### src/rtl/conv_window_fetch_ctrl.sv
// conv_window_fetch_ctrl
//   Read-side controller for the 4096 x 8-bit image RAM. On start it walks
//   every valid 3x3 window of an IMG_W x IMG_H row-major image. For each
//   window it issues nine reads, gathers the pixels into a 72-bit word and
//   offers that word to the convolution datapath over valid/ready.
//
// Ports
//   clk, rst             rising-edge clock, synchronous active-high reset
//   start                begin a full-image scan (honoured only when idle)
//   busy, done           busy outside IDLE; done pulses once per finished scan
//   ram_r_en             RAM read enable (only high while issuing)
//   ram_address          RAM read address (held when not reading)
//   ram_data_out         RAM read data, valid the cycle after ram_r_en
//   win_valid/win_ready  window handshake
//   win_data             pixel k = dy*3+dx in bits [8k+7:8k]
//   win_row, win_col     top-left corner of the window on offer
module conv_window_fetch_ctrl #(
    parameter int IMG_W = 64,
    parameter int IMG_H = 64,
    parameter int ROW_W = 6
) (
    input  logic             clk,
    input  logic             rst,
    input  logic             start,
    output logic             busy,
    output logic             done,
    output logic             ram_r_en,
    output logic [11:0]      ram_address,
    input  logic [7:0]       ram_data_out,
    output logic             win_valid,
    input  logic             win_ready,
    output logic [71:0]      win_data,
    output logic [ROW_W-1:0] win_row,
    output logic [ROW_W-1:0] win_col
);

    localparam logic [2:0] S_IDLE    = 3'd0;
    localparam logic [2:0] S_ISSUE   = 3'd1;
    localparam logic [2:0] S_DRAIN   = 3'd2;
    localparam logic [2:0] S_PRESENT = 3'd3;
    localparam logic [2:0] S_DONE    = 3'd4;

    localparam logic [11:0]      IMG_W12 = 12'(IMG_W);
    localparam logic [ROW_W-1:0] LAST_C  = ROW_W'(IMG_W - 3);
    localparam logic [ROW_W-1:0] LAST_R  = ROW_W'(IMG_H - 3);

    logic [2:0]       state_reg, state_next;
    logic [3:0]       k_reg, k_next;
    logic [ROW_W-1:0] r_reg, r_next;
    logic [ROW_W-1:0] c_reg, c_next;
    logic [11:0]      addr_hold_reg;

    logic [1:0]  dy, dx;
    logic [11:0] issue_addr;
    logic        transfer;
    logic        cap_en;
    logic [3:0]  cap_slot;

    // k -> (dy, dx) without a divider
    always_comb begin
        dy = 2'd0;
        dx = 2'd0;
        case (k_reg)
            4'd0: begin dy = 2'd0; dx = 2'd0; end
            4'd1: begin dy = 2'd0; dx = 2'd1; end
            4'd2: begin dy = 2'd0; dx = 2'd2; end
            4'd3: begin dy = 2'd1; dx = 2'd0; end
            4'd4: begin dy = 2'd1; dx = 2'd1; end
            4'd5: begin dy = 2'd1; dx = 2'd2; end
            4'd6: begin dy = 2'd2; dx = 2'd0; end
            4'd7: begin dy = 2'd2; dx = 2'd1; end
            4'd8: begin dy = 2'd2; dx = 2'd2; end
            default: begin dy = 2'd0; dx = 2'd0; end
        endcase
    end

    assign issue_addr = (12'(r_reg) + 12'(dy)) * IMG_W12 + 12'(c_reg) + 12'(dx);
    assign transfer   = (state_reg == S_PRESENT) && win_ready;

    always_comb begin
        state_next = state_reg;
        k_next     = k_reg;
        r_next     = r_reg;
        c_next     = c_reg;
        case (state_reg)
            S_IDLE: begin
                if (start) begin
                    state_next = S_ISSUE;
                    k_next     = 4'd0;
                    r_next     = '0;
                    c_next     = '0;
                end
            end
            S_ISSUE: begin
                if (k_reg == 4'd8) begin
                    state_next = S_DRAIN;
                    k_next     = 4'd0;
                end else begin
                    k_next = k_reg + 4'd1;
                end
            end
            S_DRAIN: begin
                state_next = S_PRESENT;
            end
            S_PRESENT: begin
                if (transfer) begin
                    k_next = 4'd0;
                    if ((r_reg == LAST_R) && (c_reg == LAST_C)) begin
                        // Park the position at the origin once the scan ends
                        state_next = S_DONE;
                        r_next     = '0;
                        c_next     = '0;
                    end else begin
                        state_next = S_ISSUE;
                        if (c_reg < LAST_C) begin
                            c_next = c_reg + 1'b1;
                        end else begin
                            c_next = '0;
                            r_next = r_reg + 1'b1;
                        end
                    end
                end
            end
            S_DONE: begin
                state_next = S_IDLE;
            end
            default: begin
                state_next = S_IDLE;
            end
        endcase
    end

    always_ff @(posedge clk) begin
        if (rst) begin
            state_reg     <= S_IDLE;
            k_reg         <= 4'd0;
            r_reg         <= '0;
            c_reg         <= '0;
            addr_hold_reg <= 12'd0;
        end else begin
            state_reg <= state_next;
            k_reg     <= k_next;
            r_reg     <= r_next;
            c_reg     <= c_next;
            if (state_reg == S_ISSUE) begin
                addr_hold_reg <= issue_addr;
            end
        end
    end

    // Read data lands one cycle after its request, so the slot written is
    // always one behind the slot currently being requested; DRAIN picks up 8.
    assign cap_en   = ((state_reg == S_ISSUE) && (k_reg != 4'd0)) || (state_reg == S_DRAIN);
    assign cap_slot = (state_reg == S_DRAIN) ? 4'd8 : (k_reg - 4'd1);

    generate
        for (genvar gi = 0; gi < 9; gi++) begin : g_lane
            logic [7:0] lane_reg;
            always_ff @(posedge clk) begin
                if (rst) begin
                    lane_reg <= 8'd0;
                end else if (cap_en && (cap_slot == 4'(gi))) begin
                    lane_reg <= ram_data_out;
                end
            end
            assign win_data[8*gi +: 8] = lane_reg;
        end
    endgenerate

    assign busy        = (state_reg != S_IDLE);
    assign done        = (state_reg == S_DONE);
    assign ram_r_en    = (state_reg == S_ISSUE);
    // Address follows the live request while issuing, otherwise the last one
    assign ram_address = (state_reg == S_ISSUE) ? issue_addr : addr_hold_reg;
    assign win_valid   = (state_reg == S_PRESENT);
    assign win_row     = r_reg;
    assign win_col     = c_reg;

endmodule

### config.mk
export PLATFORM = sky130hd
export DESIGN_NAME = conv_window_fetch_ctrl
export DESIGN_NICKNAME = d
export VERILOG_FILES = /design/src/rtl/conv_window_fetch_ctrl.sv
export SDC_FILE = /design/constraint.sdc
export NUM_CORES = 1
export LEC_CHECK = 0
export CORE_MARGIN = 2
export CORE_UTILIZATION = 35
export DETAILED_ROUTE_END_ITERATION = 8
export PLACE_DENSITY = 0.69
export SYNTH_ARGS = -nofsm -noshare
export SYNTH_HDL_FRONTEND = slang
export SYNTH_SLANG_ARGS = --single-unit
### constraint.sdc
create_clock -name clk -period 3.5 [get_ports clk]
set_input_delay 0.7 -clock clk [delete_from_list [all_inputs] [get_ports clk]]
set_output_delay 0.7 -clock clk [all_outputs]
set_load 0.05 [all_outputs]
# Yosys cells after proc, flatten, opt, wreduce, memory -nomap -nowiden
# Memory sizes are Yosys's and may differ from the RTL's. A register that Yosys moved wholly into a read port is not among the register bits.
# Cells that the tools add are included.
# classes
add_sub_neg	7
multipliers	0
n_div	0
n_lt_le_gt_ge	1
n_eq_ne	19
n_shift	0
n_mux	22
n_bitwise	0
n_reduce_logical	23
# op_table
cell	n
$mux W6	7
$mux W4	6
$pmux W6 S2	2
$eq A4 B3 Y1 const B	4
$add A12 B2 Y12	1
$add A12 B6 Y12	1
$add A6 B1 Y6 const B	2
$eq A6 B6 Y1 const B	2
$logic_and A1 B1 Y1	12
$mux W12	1
$mux W3	4
$pmux W3 S4	1
$pmux W4 S3	1
$reduce_and A3 Y1	3
$eq A4 B2 Y1 const B	2
$eq A4 B4 Y1 const B	2
$add A6 B2 Y6	1
$eq A3 B2 Y1 const B	2
$lt A6 B6 Y1 const B	1
$reduce_bool A3 Y1	2
$add A4 B1 Y4 const B	1
$eq A4 B1 Y1 const B	1
$logic_not A4 Y1	1
$ne A2 B1 Y1 const B	2
10 further kinds	10
# word_totals
reg_bits	103
latch_bits	0
ramBits	0
rom_bits	64
input_bits	12
word_cells	87
n_memories	1
# mem_list
memory	depth	word_bits	read_ports	rd_ports_with_merged_regs	wr	line_no	rtl
(no name shown)	16	4	1	1	0	63	case (k_reg)

# Longest topological paths before layout
# depth
word_depth	6
depth_mapped	11

# Worst setup path before layout
# Ideal clock, no wire load.
# synth_timing
path_type	register to output
from	register r_reg[0], in the netlist win_row[0]
to	output port ram_address[9]
arrival_ns	3.083
setup_slack_ns	-0.283
stages_incl_launch_ff	7
path_cell_list	dfxtp_1 -> ha_1 -> fa_1 -> xnor2_1 -> nor4b_1 -> xor2_1 -> o21ai_0
# synth_between
elab_chain_len	4
# synth_rtl
element	line_no	rtl
from (decl)	49	logic [ROW_W-1:0] r_reg, r_next;
from (signal assigned)	143	r_reg <= r_next;
$add A6 B2 Y6	77	assign issue_addr = (12'(r_reg) + 12'(dy)) * IMG_W12 + 12'(c_reg) + 12'(dx);
$add A12 B6 Y12	77	
$add A12 B2 Y12	77	
$mux W12	-	
to (decl)	28	output logic [11:0] ram_address,
# No other way between the ends.

# Worst setup path in the final report
# layout_timing
from	register r_reg[0], in the netlist win_row[0]
to	output port ram_address[10]
# The elaborated chain is that of the path after synthesis.

==> flow_summary.toml <==
[drt]
drt_iter0_drc = 179
viasPerCell = 4.91
vias = 3894
wirelength_um = 12200
dr.pass1.iters = 4
drc = 0
detail-route-antenna-nets = 0
wire_per_inst_um = 15.4

[timing]
drv_slew = 0
rsz0062_at_grt = "false"
min_period_over_period = 0.979
skew_ns = 0.00659
maxSlewHeadroom = 0.573
setup_viol = 0
worst_slew_pin_slew_ns = 0.641
fmax_ghz = 0.292
finalHoldViolations = 0
finalSetupTns_ns = 0
worst_hold_slack_ns = 0.466
fin_crit_ns = 3.43

[floorplanning]
core-area_mm2 = 0.0134
die_h_um = 122
start_util = 0.361
io_pins = 112
fp-row-count = 42
die_x_um = 122
fp.dieArea_mm2 = 0.0148

[cts]
clock-root-buffer = "clkbuf_16"
cts.sinks = 107
cts_made_buffers = 9
cts_tree = "done"
clockBufferDepth = 2
clkTransAtPathRegs_ns = 0.08
clock_latency_ns = 0.36
htreeDepth = 3

[logic_synthesis]
synth_area_mm2 = 0.00484
yosysSeqAreaShare = 0.442
async_flop_share = 0
yosys_warnings = 0
synth-seq-cells = 107
synth_nets = 544
synthFlopType = "dfxtp_1"
yosysUniqueCellTypes = 58
syn_area_per_cell_um2 = 9.40
synth_edf_count = 0
synthCells = 515

[placed_design]
gp_congestion = 0.798
dp_hpwl_um = 8760
io_buffers = 111

[global_routing]
antenna_found_initial = 0
grtUsageTotal = 0.174
grt-ovfl-total = 0
grt_pass1_vias = 3906
grt_pass1_wl_um = 20200
grt_start_max_net_pins = 57

[worst_setup_path]
end_kind = "primary output"
critPathLaunchType = "flip-flop"
arrival_ns = 2.73
path_max_fanout = 7
worst-setup-path-type = "reg2out"
cp.required_ns = 2.80

[power]
internal-power_mw = 2.19
power_switching_mw = 1.23
pwr-share-comb = 0.278
p_clk_frac = 0.323
p_per_area_mw_per_mm2 = 529
p_seq_frac = 0.399
p_leak_nw = 2.93
peakVddDrop_mv = 0.441
switching_share = 0.361

[layout]
finalNetCount = 641
synthToLayoutAreaGrowth_pct = 33.5
antennaDiodeCount = 0
nFillCells = 1234
final_cell_mix = "dfxtp_1, clkdlybuf4s50_1, nor2_1"
drive_gt1_frac = 0.100
largest_reg_flops = 72
final_common_cell = "dfxtp_1"

[status]
status = "finished clean"

[run]
maxCapViolations = 0

[min_path]
hp-class = "reg2reg"
-- routing by layer --
| layer | part of all wire | track usage | vias up |
|---|---|---|---|
| li1 | - | - | 1939 |
| met1 | 0.42 | 0.199 | 1846 |
| met2 | 0.48 | 0.291 | 100 |
| met3 | 0.088 | 0.0782 | 9 |
| met4 | 0.011 | 0.0532 | 0 |
| met5 | 0 | 0 | - |
-- repair_timing --
action	in CTS	in global routing
pin swaps	0	1
buffers inserted	6	1
setup endpoints to repair	3	7
hold buffers	0	0
resized for setup	4	8
cloned	0	0
-- synthesized netlist by cell type, drive strengths merged (3+ instances only) --
cell,instances,area share
xor2,14,0.025
a31oi,4,0.0052
mux2i,78,0.16
nand2,36,0.030
or2,3,0.0039
xnor2,6,0.012
buf,10,0.011
or3,4,0.0057
inv,12,0.0093
a21oi,16,0.020
nor3,7,0.0072
nor2,91,0.071
clkbuf,25,0.019
and2,11,0.014
nor3b,4,0.0062
dfxtp,107,0.44
nor4,3,0.0083
nand4,10,0.014
o21ai,11,0.011
ha,15,0.039
nand3,16,0.022
-- worst max-delay path, cell delays in order (launching register included) --
cell     delay, ns
dfxtp_2       0.37
ha_2          0.22
fa_2          0.40
or4b_2        0.67
a31oi_2       0.17
mux2i_1       0.26
nand2_1       0.09
buf_4         0.20
-- power by group through the flow --
stage	Sequential [mW]	Combinational [mW]	Clock, mW
floorplan	1.45	0.639	0
global placement	1.38	0.940	0
detailed placement	1.39	0.954	0
CTS	1.36	0.959	1.14
global route	1.38	1.04	1.18
finish	1.36	0.951	1.10
-- metrics by stage --
step	worst slack (ns)	instances	power, mW	util	instance area [um^2]
after global routing	0.00779	793	3.59	0.482	6460
after floorplan	0.00630	515	2.09	-	4840
after detailed placement	0.322	770	2.35	0.451	6050
after CTS	0.00849	792	3.46	0.480	6440
final	0.0733	793	3.42	0.482	6460
after global placement	0.364	770	2.32	0.451	6050
-- final timing paths --
kind | to | depth (start not counted) | slack (ns) | from
worst max-delay path | ram_address[10] | 7 | 0.07 | win_row[0]$_SDFFE_PP0P_
worst min-delay path | addr_hold_reg[0]$_SDFF_PP0_ | 2 | 0.47 | addr_hold_reg[0]$_SDFF_PP0_
worst max register to register | dx[0]$_SDFF_PP0_ | 9 | 0.52 | state_reg[0]$_SDFFE_PP0P_
worst min register to register | addr_hold_reg[0]$_SDFF_PP0_ | 2 | 0.47 | addr_hold_reg[0]$_SDFF_PP0_
-- area by class of cell --
class                           count  area [um^2]  area share
Sequential cell                   107         2140       0.332
Inverter                           12         45.0     0.00697
Tap cell                          176          220      0.0341
Clock buffer                        9          225      0.0348
Timing Repair Buffer              121         1200       0.186
Multi-Input combinational cell    361         2520       0.391
Clock inverter                      7          105      0.0163
-- cell families after synthesis --
group | count (synthesis) | share of synthesized area
buf+inv | 47 | 0.0401
compound gates | 44 | 0.0576
xor+xnor | 20 | 0.0377
simple gates | 202 | 0.214
mux | 78 | 0.161
flops | 107 | 0.442
fa+ha+maj | 17 | 0.0470
Note: power is estimated with default switching activity, not from simulation.
